[src/rtl/shifter_pkg.sv]
// Shared encodings for the multi-cycle shifter: op codes, FSM states and the
// reserved-op test (rotate ops count as reserved when the rotate datapath is absent).
package shifter_pkg;

  typedef enum logic [2:0] {
    OP_PASS = 3'b000,
    OP_LSL  = 3'b001,
    OP_LSR  = 3'b010,
    OP_ASR  = 3'b011,
    OP_ROL  = 3'b100,
    OP_ROR  = 3'b101
  } op_e;

  typedef enum logic [1:0] {
    ST_IDLE  = 2'd0,
    ST_SHIFT = 2'd1,
    ST_DONE  = 2'd2
  } state_e;

  // op[2:1] == 2'b11 is the reserved encoding space
  localparam logic [1:0] OP_RSVD_HI = 2'b11;

  function automatic logic op_reserved(input logic [2:0] op, input logic rot_en);
    return (op[2:1] == OP_RSVD_HI) || (!rot_en && op[2]);
  endfunction

endpackage

[src/rtl/shift_step.sv]
// One combinational shift step of 0..STEP bits, with the bit that left the word.
// Rotate logic is only built when ROT_EN is set.
module shift_step
  import shifter_pkg::*;
#(
  parameter int WIDTH  = 16,
  parameter int STEP   = 1,
  parameter int KW     = $clog2(STEP + 1),
  parameter bit ROT_EN = 1'b0
) (
  input  logic [WIDTH-1:0] data_i,
  input  logic [2:0]       op_i,
  input  logic [KW-1:0]    k_i,
  output logic [WIDTH-1:0] data_o,
  output logic             carry_o
);

  // One guard bit beyond the word catches the last bit shifted out
  logic [WIDTH:0]   lsl_w, lsr_w, asr_w;
  logic [WIDTH-1:0] rol_d, ror_d;

  if (ROT_EN) begin : g_rot
    assign rol_d = (data_i << k_i) | (data_i >> (WIDTH - int'(k_i)));
    assign ror_d = (data_i >> k_i) | (data_i << (WIDTH - int'(k_i)));
  end else begin : g_no_rot
    assign rol_d = data_i;
    assign ror_d = data_i;
  end

  always_comb begin
    lsl_w   = {1'b0, data_i} << k_i;
    lsr_w   = {data_i, 1'b0} >> k_i;
    asr_w   = $unsigned($signed({data_i, 1'b0}) >>> k_i);
    data_o  = data_i;
    carry_o = 1'b0;
    case (op_i)
      OP_LSL: begin data_o = lsl_w[WIDTH-1:0]; carry_o = lsl_w[WIDTH]; end
      OP_LSR: begin data_o = lsr_w[WIDTH:1];   carry_o = lsr_w[0];     end
      OP_ASR: begin data_o = asr_w[WIDTH:1];   carry_o = asr_w[0];     end
      OP_ROL: begin data_o = rol_d;            carry_o = rol_d[0];     end
      OP_ROR: begin data_o = ror_d;            carry_o = ror_d[WIDTH-1]; end
      default: ;
    endcase
  end

endmodule

[src/rtl/seq_shifter.sv]
// Multi-cycle shifter: up to STEP bits per clock, valid/ready on both sides.
// Define SEQ_SHIFTER_ROTATE_EN to build ROL/ROR; otherwise they report out_err.
module seq_shifter
  import shifter_pkg::*;
#(
  parameter int WIDTH = 16,
  parameter int STEP  = 1,
  parameter int AW    = $clog2(WIDTH) + 1
) (
  input  logic             clk,
  input  logic             reset,
  input  logic             in_valid,
  output logic             in_ready,
  input  logic [WIDTH-1:0] in_data,
  input  logic [2:0]       in_op,
  input  logic [AW-1:0]    in_amt,
  input  logic             flush,
  output logic             out_valid,
  input  logic             out_ready,
  output logic [WIDTH-1:0] out_data,
  output logic             out_carry,
  output logic             out_zero,
  output logic             out_err
);

`ifdef SEQ_SHIFTER_ROTATE_EN
  localparam bit ROT_EN = 1'b1;
`else
  localparam bit ROT_EN = 1'b0;
`endif

  localparam int            KW     = $clog2(STEP + 1);
  localparam logic [AW-1:0] W_A    = AW'(WIDTH);
  localparam logic [AW-1:0] STEP_A = AW'(STEP);

  state_e           state_q, state_d;
  logic [WIDTH-1:0] data_q, data_d;
  logic [2:0]       op_q, op_d;
  logic [AW-1:0]    rem_q, rem_d;
  logic             carry_q, carry_d;
  logic             err_q, err_d;

  logic [AW-1:0]    eff_amt;
  logic [KW-1:0]    k;
  logic [WIDTH-1:0] step_data;
  logic             step_carry;

  // Shifts saturate at WIDTH, rotates wrap, everything else does no work
  always_comb begin
    eff_amt = '0;
    if (!op_reserved(in_op, ROT_EN)) begin
      case (in_op)
        OP_LSL, OP_LSR, OP_ASR: eff_amt = (in_amt > W_A) ? W_A : in_amt;
        OP_ROL, OP_ROR:         eff_amt = in_amt % W_A;
        default: ;
      endcase
    end
  end

  assign k = (rem_q < STEP_A) ? rem_q[KW-1:0] : KW'(STEP);

  shift_step #(.WIDTH(WIDTH), .STEP(STEP), .KW(KW), .ROT_EN(ROT_EN)) u_step (
    .data_i (data_q),
    .op_i   (op_q),
    .k_i    (k),
    .data_o (step_data),
    .carry_o(step_carry)
  );

  always_comb begin
    state_d   = state_q;
    data_d    = data_q;
    op_d      = op_q;
    rem_d     = rem_q;
    carry_d   = carry_q;
    err_d     = err_q;
    in_ready  = (state_q == ST_IDLE);
    out_valid = (state_q == ST_DONE);
    case (state_q)
      ST_IDLE: begin
        if (in_valid && !flush) begin
          data_d  = in_data;
          op_d    = in_op;
          rem_d   = eff_amt;
          carry_d = 1'b0;
          err_d   = op_reserved(in_op, ROT_EN);
          state_d = (eff_amt == '0) ? ST_DONE : ST_SHIFT;
        end
      end
      ST_SHIFT: begin
        if (flush) begin
          state_d = ST_IDLE;
        end else begin
          data_d  = step_data;
          carry_d = step_carry;
          rem_d   = rem_q - AW'(k);
          if (rem_d == '0) state_d = ST_DONE;
        end
      end
      ST_DONE: if (flush || out_ready) state_d = ST_IDLE;
      default: state_d = ST_IDLE;
    endcase
  end

  always_ff @(posedge clk or posedge reset) begin
    if (reset) begin
      state_q <= ST_IDLE;
      data_q  <= '0;
      op_q    <= OP_PASS;
      rem_q   <= '0;
      carry_q <= 1'b0;
      err_q   <= 1'b0;
    end else begin
      state_q <= state_d;
      data_q  <= data_d;
      op_q    <= op_d;
      rem_q   <= rem_d;
      carry_q <= carry_d;
      err_q   <= err_d;
    end
  end

  assign out_data  = data_q;
  assign out_carry = carry_q;
  assign out_zero  = (data_q == '0);
  assign out_err   = err_q;

endmodule
[config.mk]
export PLATFORM = sky130hd
export DESIGN_NAME = seq_shifter
export DESIGN_NICKNAME = d
export VERILOG_FILES = /design/src/rtl/shifter_pkg.sv /design/src/rtl/shift_step.sv /design/src/rtl/seq_shifter.sv
export SDC_FILE = /design/constraint.sdc
export NUM_CORES = 1
export LEC_CHECK = 0
export CAP_MARGIN = 20
export CORE_MARGIN = 2
export CORE_UTILIZATION = 43
export CTS_CLUSTER_DIAMETER = 80
export CTS_CLUSTER_SIZE = 12
export DETAILED_ROUTE_END_ITERATION = 16
export PLACE_DENSITY = 0.76
export SYNTH_ARGS = -nofsm -noshare
export SYNTH_HDL_FRONTEND = slang
export SYNTH_SLANG_ARGS = --single-unit
[constraint.sdc]
create_clock -name clk -period 1.6 [get_ports clk]
set_input_delay 0.4 -clock clk [delete_from_list [all_inputs] [get_ports clk]]
set_output_delay 0.4 -clock clk [all_outputs]
set_load 0.1 [all_outputs]
==> results.yml, run 1 <==
run_status:
  outcome: "finished with violations"
  failed_checks: "negative setup slack"
synthesis:
  synthArstFlopShare_pct: 100
  netlist_area_mm2: 0.00180
  syn_avg_cell_area_um2: 8.95
  ys_warn_count: 0
  ys_seq_area_share_pct: 39.0
  ys_ff_latch: 28
  synth_edf_count: 0
  postSynthCellCount: 201
  synth.net_count: 232
  yosysUniqueCellTypes: 45
  synth_flop_cell: "dfrtp_1"
pwr:
  p_comb_share_pct: 77.3
  pwr-share-clk_pct: 5.4
  power.total_mw: 8.80
  power.leakage_nw: 1.46
  seqPwrFrac_pct: 17.4
  p_sw_share_pct: 53.4
  peakVddDrop_mv: 1.59
  power.internal_mw: 4.10
  power_density_mw_per_mm2: 2470
  power_switching_mw: 4.69
finish:
  final_core_utilization_pct: 89.2
  num-nets-final: 338
  syn_to_final_growth_pct: 98.4
  fill_cells: 161
  n_antenna_cell: 0
  drive_gt1_share_pct: 58.2
  fin_area_mm2: 0.00357
global_routing:
  grt_max_degree: 29
  grt_pass1_wl_um: 10200
  antenna_found_initial: 0
  grt_pass1_vias: 2059
  grt_use_total_pct: 29.3
  grt_overflow: 0
floorplan:
  core_area_mm2: 0.00400
  die_h_um: 68.7
  core.rowCount: 23
  io_pins: 50
  die_area_mm2: 0.00471
  start_util_pct: 44.9
  die_w_um: 68.7
timing:
  rsz0062_at_grt: "yes"
  drv_slew: 0
  hold_violations: 0
  min_period_over_period_pct: 120
  hold_slack_ps: 549
  setup_slack_ps: -323
  finalSetupViolCount: 26
  tightestPinTransition_ps: 491
  skew_ps: 6.46
  max_freq_mhz: 520
  layout_min_cycle_time_ps: 1920
  slew_headroom_pct: 67.3
worst_setup_path:
  cp.required_ps: 1200
  criticalPathCategory: "reg -> out"
  worstPathMaxFanout: 2
  arrival_ps: 1520
  endpoint_kind: "primary output"
  start_kind: "register"
flow_run:
  drv_cap: 0
clock_network:
  clk_path_buf_depth: 2
  cts.htree.levels: 1
  cts-buffers-inserted: 3
  holdBufCountCts: 0
  insertion_delay_ps: 290
  clockRootBuffer: "clkbuf_8"
  cts_tree: "built"
  clk_pin_slew_worst_paths_ps: 110
  cts_sinks: 28
routing:
  wl_per_cell_um: 24.8
  vias: 2304
  post-route-drc-count: 0
  drtAntennaViolNets: 0
  via_per_inst: 6.47
  wl_um: 8840
  drtIter0Drc: 203
  drtPass1Iterations: 5
placed_design:
  hpwl_um: 4110
  routabilityCongestion: 0.880
  place_ws_ps: -399
  placed_area_mm2: 0.00291
  portBuffers: 49
min_path:
  min_path_type: "in -> async"
-- metal layers --
layer	vias to the layer above	global-route usage (%)	share of wire [%]
met1	1132	40.3	38
met4	0	12.3	5.2
li1	963	-	-
met3	49	3.25	6.6
met2	160	46.9	51
met5	-	0	0
-- cells in the final DEF (no fill, tap or decap), types with 5 or more instances in the layout --
master / count
dfrtp_2: 12
a21oi_1: 8
dfrtp_4: 8
nor3_2: 7
nor2_1: 11
dfrtp_1: 8
nor3_1: 7
o2bb2ai_2: 13
buf_12: 22
o21ai_1: 6
nand2_1: 17
nor3_4: 5
clkdlybuf4s50_1: 24
buf_6: 16
a21oi_2: 11
buf_4: 46
mux2i_1: 13
-- Yosys cell counts (5+ instances only) --
library cell  instances  area (um^2)
dfrtp_1              28          701
a21oi_1              20          100
nand2_1              19         71.3
nor3_1               18         90.1
nor2_1               15         56.3
mux2i_1              14          140
o2bb2ai_1            14          123
o21ai_0               8         40.0
nand2b_1              5         31.3
nor4_1                5         31.3
o21ai_1               5         25.0
-- flip-flops by register name, summed over array words and instances, names as in the netlist --
signal     flops
out_err        1
state_q        2
out_carry      1
rem_q          5
out_data      16
op_q           3
-- cells by family (layout without fill, tap and decap cells) --
family          count (synthesis)  count (layout)  synth area share [%]
simple gates                   74              75                  21.3
flops                          28              28                  39.0
fa+ha+maj                       2               2                  1.39
buf+inv                        16             120                  5.36
mux                            14              14                  7.79
compound gates                 67              67                  25.2
-- path summary, 6_finish.rpt --
check,end,startpoint,cells past startpoint,slack [ps]
max in group asynchronous,out_data[15]$_DFFE_PP0P_,reset,3,740
worst max register to register,state_q[1]$_DFFE_PP0P_,rem_q[1]$_DFFE_PP0P_,8,-270
worst max-delay path,out_zero,out_data[6]$_DFFE_PP0P_,3,-320
worst min register to register,out_err$_DFFE_PP0P_,out_err$_DFFE_PP0P_,2,580
worst min-delay path,rem_q[4]$_DFFE_PP0P_,reset,3,550
min in group clk,out_err$_DFFE_PP0P_,out_err$_DFFE_PP0P_,2,580
-- worst max-delay path: stages, from the launching register on --
cell     delay [ps]
dfrtp_4         510
nor4_4          280
and4_4          270
buf_12          170
-- metrics by stage --
stage,TNS [ps],std cells
after floorplan,-174,201
after detailed placement,-8250,336
after CTS,-3040,350
after global routing,-4730,356
final,-3730,356
after global placement,-6820,336
-- cell type report --
| class | instances | area [um^2] | area share [%] |
|---|---|---|---|
| Multi-Input combinational cell | 158 | 1450 | 40.6 |
| Timing Repair Buffer | 112 | 1240 | 34.8 |
| Sequential cell | 28 | 746 | 20.9 |
| Tap cell | 50 | 62.6 | 1.75 |
| Clock buffer | 4 | 55.1 | 1.54 |
| Inverter | 4 | 15.0 | 0.421 |
-- power by group through the flow --
stage / clock (mW) / combinational (mW) / sequential, mW
4_1_cts: 0.448 / 5.74 / 1.45
6_report: 0.472 / 6.80 / 1.53
3_5_place_dp: 0 / 5.28 / 1.37
3_3_place_gp: 0 / 5.20 / 1.34
2_1_floorplan: 0 / 1.55 / 2.98
5_1_grt: 0.485 / 6.97 / 1.54
-- what timing repair did --
item,in CTS,in global routing
gates cloned,2,0
endpoints found under the setup margin,23,27
pin swaps,36,31
resized for setup,43,62
setup buffers,8,9
No activity file was read; power rests on OpenSTA's default activity.
==> inputs of run 2 (changes only) <==
--- a/config.mk
+++ b/config.mk
@@ -11,6 +11,7 @@
 export CTS_CLUSTER_DIAMETER = 80
 export CTS_CLUSTER_SIZE = 12
 export DETAILED_ROUTE_END_ITERATION = 16
+export HOLD_SLACK_MARGIN = 0.15
 export PLACE_DENSITY = 0.76
 export SYNTH_ARGS = -nofsm -noshare
 export SYNTH_HDL_FRONTEND = slang
==> results of run 2 <==
Final layout, timing and power as in run 1 (identical DEF).
==> inputs of run 3 (changes only) <==
--- a/config.mk
+++ b/config.mk
@@ -6,13 +6,15 @@
 export NUM_CORES = 1
 export LEC_CHECK = 0
 export CAP_MARGIN = 20
+export CELL_PAD_IN_SITES_DETAIL_PLACEMENT = 2
+export CELL_PAD_IN_SITES_GLOBAL_PLACEMENT = 2
 export CORE_MARGIN = 2
-export CORE_UTILIZATION = 43
+export CORE_UTILIZATION = 25
 export CTS_CLUSTER_DIAMETER = 80
 export CTS_CLUSTER_SIZE = 12
 export DETAILED_ROUTE_END_ITERATION = 16
-export HOLD_SLACK_MARGIN = 0.15
-export PLACE_DENSITY = 0.76
+export GPL_ROUTABILITY_DRIVEN = 0
+export PLACE_DENSITY_LB_ADDON = 0.1
 export SYNTH_ARGS = -nofsm -noshare
 export SYNTH_HDL_FRONTEND = slang
 export SYNTH_SLANG_ARGS = --single-unit
==> run 3 against run 2 <==
The flow still finishes with violations (negative setup slack). Power increased by 7.4%. Non-clock buffer count increased by 10. Final area increased by 7.4%. Highest routed layer unchanged.
==> results.yml, run 3 (synthesis results as in run 1) <==
routing:
  via_per_inst: 5.33
  wl_per_cell_um: 27.4
  vias: 2197
  wl_um: 11300
  drtAntennaViolNets: 0
  drtPass1Iterations: 4
  drtIter0Drc: 127
  post-route-drc-count: 0
timing:
  drv_slew: 0
  layout_min_cycle_time_ps: 2020
  setup_slack_ps: -419
  fin_setup_tns_ps: -6650
  max_freq_mhz: 495
  skew_ps: 2.23
  rsz0062_at_grt: "yes"
  hold_violations: 0
  tightestPinTransition_ps: 640
  finalSetupViolCount: 26
  min_period_over_period_pct: 126
  slew_headroom_pct: 57.2
pwr:
  power_density_mw_per_mm2: 2470
  peakVddDrop_mv: 1.71
  power.leakage_nw: 1.57
floorplan:
  start_util_pct: 26.2
  die_h_um: 88.8
  io_pins: 50
  die_w_um: 88.8
  core_area_mm2: 0.00687
  die_area_mm2: 0.00789
  core.rowCount: 30
clock_network:
  cts_tree: "built"
  clk_path_buf_depth: 2
  clk_pin_slew_worst_paths_ps: 120
  insertion_delay_ps: 300
  clockRootBuffer: "clkbuf_8"
  cts.htree.levels: 1
  holdBufCountCts: 0
  cts-buffers-inserted: 3
  cts_sinks: 28
worst_setup_path:
  start_kind: "register"
  rr_endpoint: "state_q[0]$_DFFE_PP0P_"
  arrival_ps: 2200
  endpoint: "state_q[0]$_DFFE_PP0P_"
  criticalPathCategory: "reg -> reg"
  cp-startpoint: "rem_q[4]$_DFFE_PP0P_"
  reg2reg_depth: 7
  worstPathMaxFanout: 4
  cp.required_ps: 1780
  reg2reg_from: "rem_q[4]$_DFFE_PP0P_"
  rrSetupSlack_ps: -420
  endpoint_kind: "register"
placed_design:
  placed_area_mm2: 0.00306
  dp_cells: 387
  place_ws_ps: -424
  portBuffers: 49
  hpwl_um: 5440
finish:
  final_common_cell: "buf_4"
  final_cell_mix: "56 x buf_4, 29 x buf_12, 27 x clkdlybuf4s50_1, 18 x nand2_1, 17 x a21oi_2"
  largest_reg_flops: 16
  drive_gt1_share_pct: 59.5
  fin_cells: 412
  syn_to_final_growth_pct: 113
  num-nets-final: 348
  fin_area_mm2: 0.00383
  n_antenna_cell: 0
  final_core_utilization_pct: 55.8
  fill_cells: 657
global_routing:
  grt_pass1_wl_um: 15000
  grt_pass1_vias: 2433
  grt_use_total_pct: 26.0
  grt_max_degree: 29
  antenna_found_initial: 0
  grt_overflow: 0
min_path:
  min_path_type: "in -> async"
flow_run:
  drv_cap: 0
run_status:
  failed_checks: "negative setup slack"
  outcome: "finished with violations"
==> run 3: changes by cell type in the layout (fill, tap and decap cells not counted), moves of 3 or more <==
cell	previous run	this run
nor3_1	7	1
dlygate4sd2_1	4	1
dfrtp_1	8	11
clkdlybuf4s50_1	24	27
o2bb2ai_1	0	8
buf_4	46	56
a21oi_1	8	3
buf_6	16	7
o2bb2ai_2	13	6
a21oi_2	11	17
buf_12	22	29
dfrtp_2	12	9
nor3_4	5	13
==> run 3: area by class of cell <==
class                   instances  area, um^2  area share [%]
inverters                       4        15.0           0.392
repair buffers                122        1410            36.9
multi-input cells             158        1470            38.3
clock buffers                   3        41.3            1.08
flip-flops and latches         28         742            19.4
clock inverters                 1        30.0           0.784
well taps                      96         120            3.14
==> run 3: worst min-delay path by stage <==
| stage | startpoint | end | slack [ps] | cells past startpoint |
|---|---|---|---|---|
| after floorplan | reset | op_q[0]$_DFFE_PP0P_ | 470 | 1 |
| after global placement | out_err$_DFFE_PP0P_ | out_err$_DFFE_PP0P_ | 530 | 2 |
| after detailed placement | out_err$_DFFE_PP0P_ | out_err$_DFFE_PP0P_ | 540 | 2 |
| after CTS | reset | rem_q[1]$_DFFE_PP0P_ | 460 | 3 |
| after global routing | reset | rem_q[4]$_DFFE_PP0P_ | 520 | 3 |
| final | reset | rem_q[4]$_DFFE_PP0P_ | 460 | 3 |
==> run 3: stage by stage <==
step                hold slack, ps  total power [mW]
finish                         460              9.44
detailed placement             544              6.93
floorplan                      465              4.53
global placement               534              6.78
CTS                            463              8.66
global route                   517              9.72
==> run 3: what timing repair did <==
| item | 4_1_cts | 5_1_grt |
|---|---|---|
| setup buffers | 16 | 4 |
| endpoints found under the hold margin | 0 | 0 |
| cloned | 3 | 0 |
| pin swaps | 34 | 28 |
| gates resized for setup | 64 | 36 |
| setup endpoints to repair | 25 | 27 |
==> run 3: worst max-delay path: stages, from the launching register on <==
cell	delay, ps
dfrtp_1	440
nor2_2	220
a21oi_2	120
ha_2	240
and2b_2	230
nor3b_2	250
a311oi_2	190
o21bai_1	210
==> run 3: layer usage <==
layer / routed length (um) / share of wire (%) / track usage, %
met3: 357 / 3.2 / 1.96
met5: 0 / 0 / 0
met4: 327 / 2.9 / 5.10
met1: 4680 / 41 / 35.0
met2: 5920 / 52 / 46.0
==> run 3: power breakdown <==
| group | internal [mW] | total [mW] | switching [mW] |
|---|---|---|---|
| registers | 1.10 | 1.50 | 0.397 |
| logic | 2.96 | 7.32 | 4.36 |
| clock network | 0.337 | 0.625 | 0.288 |
